===== config.mk =====
export PLATFORM = sky130hd
export DESIGN_NAME = rng_draw
export DESIGN_NICKNAME = d
export VERILOG_FILES = /design/src/rtl/rng_draw.sv
export SDC_FILE = /design/constraint.sdc
export NUM_CORES = 1
export LEC_CHECK = 0
export CAP_MARGIN = 20
export CORE_UTILIZATION = 50
export DETAILED_ROUTE_END_ITERATION = 12
export PLACE_DENSITY = 0.76
export SYNTH_ARGS = -nofsm -noshare
export SYNTH_HDL_FRONTEND = slang
export SYNTH_SLANG_ARGS = --single-unit

===== constraint.sdc =====
create_clock -name clk -period 2.4 [get_ports clk]
set_clock_uncertainty 0.2 [all_clocks]
set_input_delay 0.48 -clock clk [delete_from_list [all_inputs] [get_ports clk]]
set_output_delay 0.48 -clock clk [all_outputs]
set_load 0.05 [all_outputs]

===== src/rtl/rng_draw.sv =====
// rtl/rng_draw.sv - Galois LFSR random draw with rejection sampling, reseed and no-repeat
module rng_draw #(
  parameter int                    LFSR_WIDTH = 16,
  parameter logic [LFSR_WIDTH-1:0] TAPS       = 16'hB400,
  parameter int                    SEED       = 42,
  parameter int                    OFFSET     = 0,
  parameter int                    MAX_VALUE  = 18,
  parameter int                    NO_REPEAT  = 0,
  parameter int                    MAX_TRIES  = 8,
  localparam int                   IDX_W      = $clog2(MAX_VALUE),
  localparam int                   OUT_W      = $clog2(OFFSET + MAX_VALUE)
) (
  input  logic                  clk,
  input  logic                  reset,
  input  logic                  req,
  input  logic                  seed_load,
  input  logic [LFSR_WIDTH-1:0] seed_in,
  output logic                  busy,
  output logic                  valid,
  output logic [OUT_W-1:0]      random_value
);

  localparam int TRY_W = $clog2(MAX_TRIES) + 1;

  // A zero state would lock the LFSR, so zero seeds are promoted to 1.
  localparam logic [LFSR_WIDTH-1:0] SEED_INIT = (SEED == 0) ? LFSR_WIDTH'(1) : LFSR_WIDTH'(SEED);
  localparam logic [IDX_W:0]        MAX_IDX_X = (IDX_W + 1)'(MAX_VALUE);
  localparam logic [IDX_W-1:0]      TOP_IDX   = IDX_W'(MAX_VALUE - 1);
  localparam logic [TRY_W-1:0]      LAST_TRY  = TRY_W'(MAX_TRIES - 1);
  localparam logic [OUT_W-1:0]      OFFSET_W  = OUT_W'(OFFSET);

  typedef enum logic {
    IDLE,
    DRAW
  } state_t;

  state_t                  state;
  logic [LFSR_WIDTH-1:0]   lfsr;
  logic [LFSR_WIDTH-1:0]   lfsr_step;
  logic [IDX_W-1:0]        candidate;
  logic [IDX_W-1:0]        last_idx;
  logic                    last_valid;
  logic [TRY_W-1:0]        tries;
  logic                    reject;
  logic                    last_try;
  logic [IDX_W-1:0]        fallback;
  logic [IDX_W-1:0]        pick;

  // Candidate evaluation from the current (pre-edge) LFSR state.
  always_comb begin
    lfsr_step = (lfsr >> 1) ^ (lfsr[0] ? TAPS : '0);
    candidate = lfsr[IDX_W-1:0];
    reject    = ({1'b0, candidate} >= MAX_IDX_X) ||
                ((NO_REPEAT != 0) && last_valid && (candidate == last_idx));
    last_try  = (tries == LAST_TRY);
    // Fallback steps past the previous index so it can never repeat it.
    if (last_valid) begin
      fallback = (last_idx == TOP_IDX) ? '0 : last_idx + IDX_W'(1);
    end else begin
      fallback = '0;
    end
    pick = reject ? fallback : candidate;
  end

  // LFSR runs every cycle; a reseed overrides the shift.
  always_ff @(posedge clk or posedge reset) begin
    if (reset) begin
      lfsr <= SEED_INIT;
    end else if (seed_load) begin
      lfsr <= (seed_in == '0) ? LFSR_WIDTH'(1) : seed_in;
    end else begin
      lfsr <= lfsr_step;
    end
  end

  // Draw FSM: accept a candidate, retry, or fall back after MAX_TRIES rejections.
  always_ff @(posedge clk or posedge reset) begin
    if (reset) begin
      state        <= IDLE;
      busy         <= 1'b0;
      valid        <= 1'b0;
      random_value <= OFFSET_W;
      last_idx     <= '0;
      last_valid   <= 1'b0;
      tries        <= '0;
    end else begin
      valid <= 1'b0;
      case (state)
        IDLE: begin
          if (req) begin
            state <= DRAW;
            busy  <= 1'b1;
            tries <= '0;
          end
        end
        DRAW: begin
          if (!reject || last_try) begin
            random_value <= OFFSET_W + OUT_W'(pick);
            last_idx     <= pick;
            last_valid   <= 1'b1;
            valid        <= 1'b1;
            busy         <= 1'b0;
            state        <= IDLE;
          end else begin
            tries <= tries + TRY_W'(1);
          end
        end
        default: begin
          state <= IDLE;
          busy  <= 1'b0;
        end
      endcase
    end
  end

endmodule


==> results of run 1 <==
==> registers in the layout (all words and copies together) (netlist names) <==
signal      flops
tries           4
last_valid      1
state           1
valid           1
last_idx        5
busy            1
lfsr           16
==> kinds of logic (layout without fill, tap and decap cells) <==
kind of cell               Yosys count  in the layout  synth area share
and+or+nand+nor                     35             35             0.132
DFF                                 29             29             0.528
AOI/OAI and AO/OA                   25             25             0.139
muxes                               14             14             0.116
buffers and inverters               13             44            0.0380
adders and majority gates            3              3            0.0272
xor gates and xnor gates             3              3            0.0190
==> stage by stage <==
stage          instances  utilization  hold WS [ps]  area [um^2]  power, mW
5_1_grt              183        0.690           287         1760       1.78
4_1_cts              183        0.690           284         1760       1.69
6_report             183        0.690           276         1760       1.68
2_1_floorplan        122            -           256         1380       1.09
3_5_place_dp         175        0.657           263         1670       1.28
3_3_place_gp         175        0.657           262         1670       1.26
==> cell usage after synthesis (all sizes together), types with 2 or more instances <==
master  count  area, um^2
nand3b      3        22.5
nor2        3        11.3
a31oi       3        18.8
dfstp       3        78.8
nand2b      2        12.5
nor3        4        20.0
nand3       5        30.0
o31a        2        17.5
nor4        3        18.8
dfrtp      26         651
o31ai       2        25.0
o21ai       7        46.3
o22ai       3        18.8
ha          3        37.5
mux2       13         150
nand2      12        45.0
clkbuf      2        7.51
inv         8        30.0
buf         3        15.0
xnor2       3        26.3
==> worst reg2reg max path: stages, from the launching register on <==
cell,delay [ps]
dfrtp_1,410
ha_1,250
and3b_1,220
o21ai_4,260
inv_2,80
mux2_4,300
==> metal layers <==
| metal | vias up | wire length [um] |
|---|---|---|
| met1 | 497 | 1140 |
| met4 | 0 | 31 |
| met5 | - | 0 |
| li1 | 500 | - |
| met3 | 6 | 117 |
| met2 | 30 | 1220 |
==> area by class of cell <==
class / count / area, um^2 / area share
repair buffers: 28 / 275 / 0.157
flip-flops and latches: 29 / 729 / 0.415
clock buffers: 7 / 55.1 / 0.0313
multi-input cells: 80 / 599 / 0.341
well taps: 30 / 37.5 / 0.0214
clock inverters: 1 / 30.0 / 0.0171
inverters: 8 / 30.0 / 0.0171
==> path summary, 6_finish.rpt <==
path	start	to	slack (ps)	depth (start not counted)
max in group asynchronous	reset	lfsr[3]	1380	3
min in group asynchronous	reset	lfsr[6]	310	3
max reg2reg	tries[0]	last_idx[1]	570	5
min	busy	busy	280	2
max	last_idx[2]	random_value[2]	90	1
min reg2reg	busy	busy	280	2
==> report_power, final <==
| part | internal, mW | switching (mW) |
|---|---|---|
| registers | 0.589 | 0.111 |
| clock network | 0.249 | 0.159 |
| logic | 0.244 | 0.327 |
| total | 1.08 | 0.597 |
==> reports/summary.txt, run 1 <==
Post-Syn Area per Cell: 11.3 um^2
DIE AREA: 2980 um^2
Clock network latency to the later pin of the worst-skew pair: 320 ps
GR peak layer: met2
Net Count, Synth: 145
Main synth FF type: dfrtp_1
Met3 GRT Util: 0.0861
Gates resized, CTS repair: 0
Hold Crit Class: flop to flop
Mapped Area: 1380 um^2
RSZ-0062 raised after global routing: false
Worst-path clk slew: 80 ps
Die width: 54.6 um
Vias in the first global route: 950
Ys Warns: 0
Final nets: 175
Async set-reset flop share out of synthesis: 1.00
CTS tree: yes
WL per Instance: 13.7 um
Hold Buf Count CTS: 0
Routed Antenna Nets: 0
M1 GR Usage: 0.260
Commonest cells after routing, fill and taps aside: 26 x dfrtp_1, 26 x clkdlybuf4s50_1, 12 x nand2_1, 12 x mux2_2, 7 x inv_1
PortBufs: 26
Vias per cell: 5.64
Finish-stage setup viols: 0
Lkg Pwr: 0.741 nW
GRT Util Overall: 0.208
Antenna cells: 0
Clock Path Buffers: 2
#FFs+latches synth: 29
Post-synth EDFFs: 0
CP bufs+invs: 1
Maximum number of pins on one net before global-route repair: 30
Via count: 1033
Crit-path cells: clkdlybuf4s50_1
Share of cells above drive strength 1: 0.196
Worst EP arrival: 1630 ps
Setup TNS: 0 ps
Crit. End Element: output port
Crit Path Max Fanout: 8
Syn Inst Count: 122
Global-route wire length before repair: 4.19 mm
Clk sinks: 29
Dpl hpwl: 1.83 mm
Sequential-to-total area share from yosys stat: 0.528
I/O Pins: 27
Smallest setup slack after layout: 89.4 ps
Slew HR: 0.671
Critical path class: flop to output port
Fill cell count: 200
Setup WS pre-CTS: 447 ps
Max-Cap Viols: 0
Initial core utilization: 0.543
Die height: 54.6 um
Final Hold Vio Count: 0
Peak VDD IR: 0.847 mV
First-iteration detailed-routing DRC count: 14
# DRC: 0
CTS H-tree lvls: 2
CP max-delay cell: clkdlybuf4s50_1
Total wire length: 2.51 mm
Layout overhead on the synthesized area: 27.2%
Met2 GRT Util: 0.321
CTS Root Cell: clkbuf_4
Startpoint types: flop
Core ar.: 2540 um^2
Power density cells: 956 nW/um^2
Status: finished clean
Site row count: 18
CP top delay family: buffers and inverters
Setup Buffers After CTS: 0
Grt total ovfl: 0
Tcrit/Tclk final: 0.963
CTS buffer count: 5
Max incr delay on CP: 840 ps
Drt first pass iters: 4
Initial antenna violation count: 0
Crit path required time: 1720 ps
Max-slew violation count: 0
Library cells used by synthesis: 37
Worst-margin pin slew: 491 ps
Final min period: 2310 ps
Placer congestion estimate: 0.793
Fmax: 433 MHz
Note: power is estimated with default switching activity, not from simulation.
==> run 2: changes to the inputs <==
--- a/config.mk
+++ b/config.mk
@@ -9,6 +9,7 @@
 export CORE_UTILIZATION = 50
 export DETAILED_ROUTE_END_ITERATION = 12
 export PLACE_DENSITY = 0.76
+export REMOVE_ABC_BUFFERS = 1
 export SYNTH_ARGS = -nofsm -noshare
 export SYNTH_HDL_FRONTEND = slang
 export SYNTH_SLANG_ARGS = --single-unit
==> reports/summary.txt, run 2 (synthesized netlist as in run 1, its figures left out) <==
Worst Hold End: busy (unchanged)
RSZ-0062 raised after global routing: false (unchanged)
Die width: 54.6 um (unchanged)
Status: finished clean (unchanged)
Crit. End Element: output port (unchanged)
Tcrit/Tclk final: 0.969 (was 0.963)
I/O Pins: 27 (unchanged)
Final min period: 2330 ps (was 2310 ps)
Share of cells above drive strength 1: 0.190 (was 0.196)
Maximum number of pins on one net before global-route repair: 30 (unchanged)
DIE AREA: 2980 um^2 (unchanged)
CTS buffer count: 5 (unchanged)
Design area: 1730 um^2 (was 1760 um^2)
Total wire length: 2.80 mm (was 2.51 mm)
Hold path start: busy (unchanged)
Worst EP arrival: 1650 ps (was 1630 ps)
FF-to-FF path depth: 6 (was 5)
Power density cells: 916 nW/um^2 (was 956 nW/um^2)
Area after DPL: 1670 um^2 (unchanged)
Slew HR: 0.644 (was 0.671)
Dpl hpwl: 2.00 mm (was 1.83 mm)
Peak VDD IR: 0.771 mV (was 0.847 mV)
Reg-to-Reg Start: last_idx[1] (was tries[0])
Final Hold Vio Count: 0 (unchanged)
Max-Cap Viols: 0 (unchanged)
Worst hold path depth: 2 (unchanged)
Finish-stage setup viols: 0 (unchanged)
Max incr delay on CP: 850 ps (was 840 ps)
Core ar.: 2540 um^2 (unchanged)
Hold Crit Class: flop to flop (unchanged)
Switching Share: 0.384 (was 0.356)
CTS tree: yes (unchanged)
CP top delay family: buffers and inverters (unchanged)
CTS Root Cell: clkbuf_4 (unchanged)
Initial core utilization: 0.543 (unchanged)
Biggest register: lfsr (unchanged)
First-iteration detailed-routing DRC count: 15 (was 14)
Combinational Power Share: 0.365 (was 0.340)
Sequential fraction of design power: 0.442 (was 0.417)
CTS H-tree lvls: 2 (unchanged)
Crit Path Max Fanout: 8 (unchanged)
Clk sinks: 29 (unchanged)
# DRC: 0 (unchanged)
Initial antenna violation count: 0 (unchanged)
Setup TNS: 0 ps (unchanged)
Vias in the first global route: 1004 (was 950)
Drt first pass iters: 4 (unchanged)
RR Endpoint: last_idx[1] (unchanged)
Max-slew violation count: 0 (unchanged)
CP max-delay cell: clkdlybuf4s50_1 (unchanged)
Antenna cells: 0 (unchanged)
Post-Layout Cell Count: 183 (unchanged)
Gates resized, CTS repair: 0 (unchanged)
Crit path required time: 1720 ps (about the same)
Fmax: 430 MHz (was 433 MHz)
Vias per cell: 5.69 (was 5.64)
Largest registers: lfsr: 16 flops, last_idx: 5 flops, tries: 4 flops (unchanged)
Crit-path cells: clkdlybuf4s50_1 (unchanged)
Grt total ovfl: 0 (unchanged)
Commonest cells after routing, fill and taps aside: 26 x dfrtp_1, 26 x clkdlybuf4s50_1, 12 x nand2_1, 12 x mux2_2, 7 x inv_1 (unchanged)
Final nets: 175 (unchanged)
Placer congestion estimate: 0.779 (was 0.793)
Layout overhead on the synthesized area: 25.3% (was 27.2%)
Clock Power Share: 0.193 (was 0.243)
Global-route wire length before repair: 4.45 mm (was 4.19 mm)
GRT Util Overall: 0.225 (was 0.208)
Cell Int Power: 0.976 mW (was 1.08 mW)
Lkg Pwr: 0.728 nW (was 0.741 nW)
Hold Buf Count CTS: 0 (unchanged)
Routed Antenna Nets: 0 (unchanged)
Critical path class: flop to output port (unchanged)
Startpoint types: flop (unchanged)
Total placed cells including tap cells: 175 (unchanged)
WL per Instance: 15.3 um (was 13.7 um)
FF-to-FF setup slack: 530 ps (was 570 ps)
Die height: 54.6 um (unchanged)
Largest register FFs: 16 (unchanged)
Clock network latency to the later pin of the worst-skew pair: 320 ps (about the same)
CP bufs+invs: 1 (unchanged)
Clock Path Buffers: 2 (unchanged)
Via count: 1041 (was 1033)
Worst-path clk slew: 90 ps (was 80 ps)
Tot Pwr: 1.59 mW (was 1.68 mW)
Setup Buffers After CTS: 0 (unchanged)
PortBufs: 26 (unchanged)
Sw Pwr: 0.609 mW (was 0.597 mW)
Fin Hold WS: 278 ps (was 276 ps)
Site row count: 18 (unchanged)
Worst-margin pin slew: 531 ps (was 491 ps)
==> run 2: cell count changes in the layout (fill, tap and decap cells not counted) <==
cell / delta
clkbuf_1: +1
bufinv_16: -1
==> run 2: worst max-delay path by stage <==
stage                 from              end  slack [ps]  cells after the start
2_1_floorplan  last_idx[0]      last_idx[1]         400                      5
3_3_place_gp   last_idx[2]  random_value[2]         470                      1
3_5_place_dp   last_idx[2]  random_value[2]         450                      1
4_1_cts        last_idx[2]  random_value[2]          80                      1
5_1_grt        last_idx[2]  random_value[2]          30                      1
6_report       last_idx[2]  random_value[2]          70                      1
==> run 2: metrics by stage <==
stage,utilization,setup slack [ps]
2_1_floorplan,-,402
3_3_place_gp,0.657,470
3_5_place_dp,0.657,449
4_1_cts,0.680,76.5
5_1_grt,0.680,29.1
6_report,0.680,73.5
==> run 2: cell type report <==
class                      instances  area [um^2]
inverter                           8         30.0
tap                               30         37.5
timing repair buffer              28          275
multi-input combinational         80          599
sequential                        29          729
clock buffer                       8         58.8
fill                             207          815
==> run 2: routing by layer <==
metal | share of wire | routed length, um | GRT usage | up-vias
li1 | - | - | - | 503
met1 | 0.44 | 1230 | 0.250 | 508
met2 | 0.49 | 1380 | 0.380 | 25
met3 | 0.044 | 123 | 0.0861 | 5
met4 | 0.022 | 61 | 0.103 | 0
met5 | 0 | 0 | 0 | -
==> run 2: power by group through the flow <==
| stage | logic, mW | registers [mW] | clock network [mW] |
|---|---|---|---|
| floorplan | 0.228 | 0.853 | 0 |
| global placement | 0.563 | 0.698 | 0 |
| detailed placement | 0.579 | 0.707 | 0 |
| CTS | 0.582 | 0.698 | 0.317 |
| global route | 0.627 | 0.713 | 0.337 |
| finish | 0.579 | 0.701 | 0.306 |
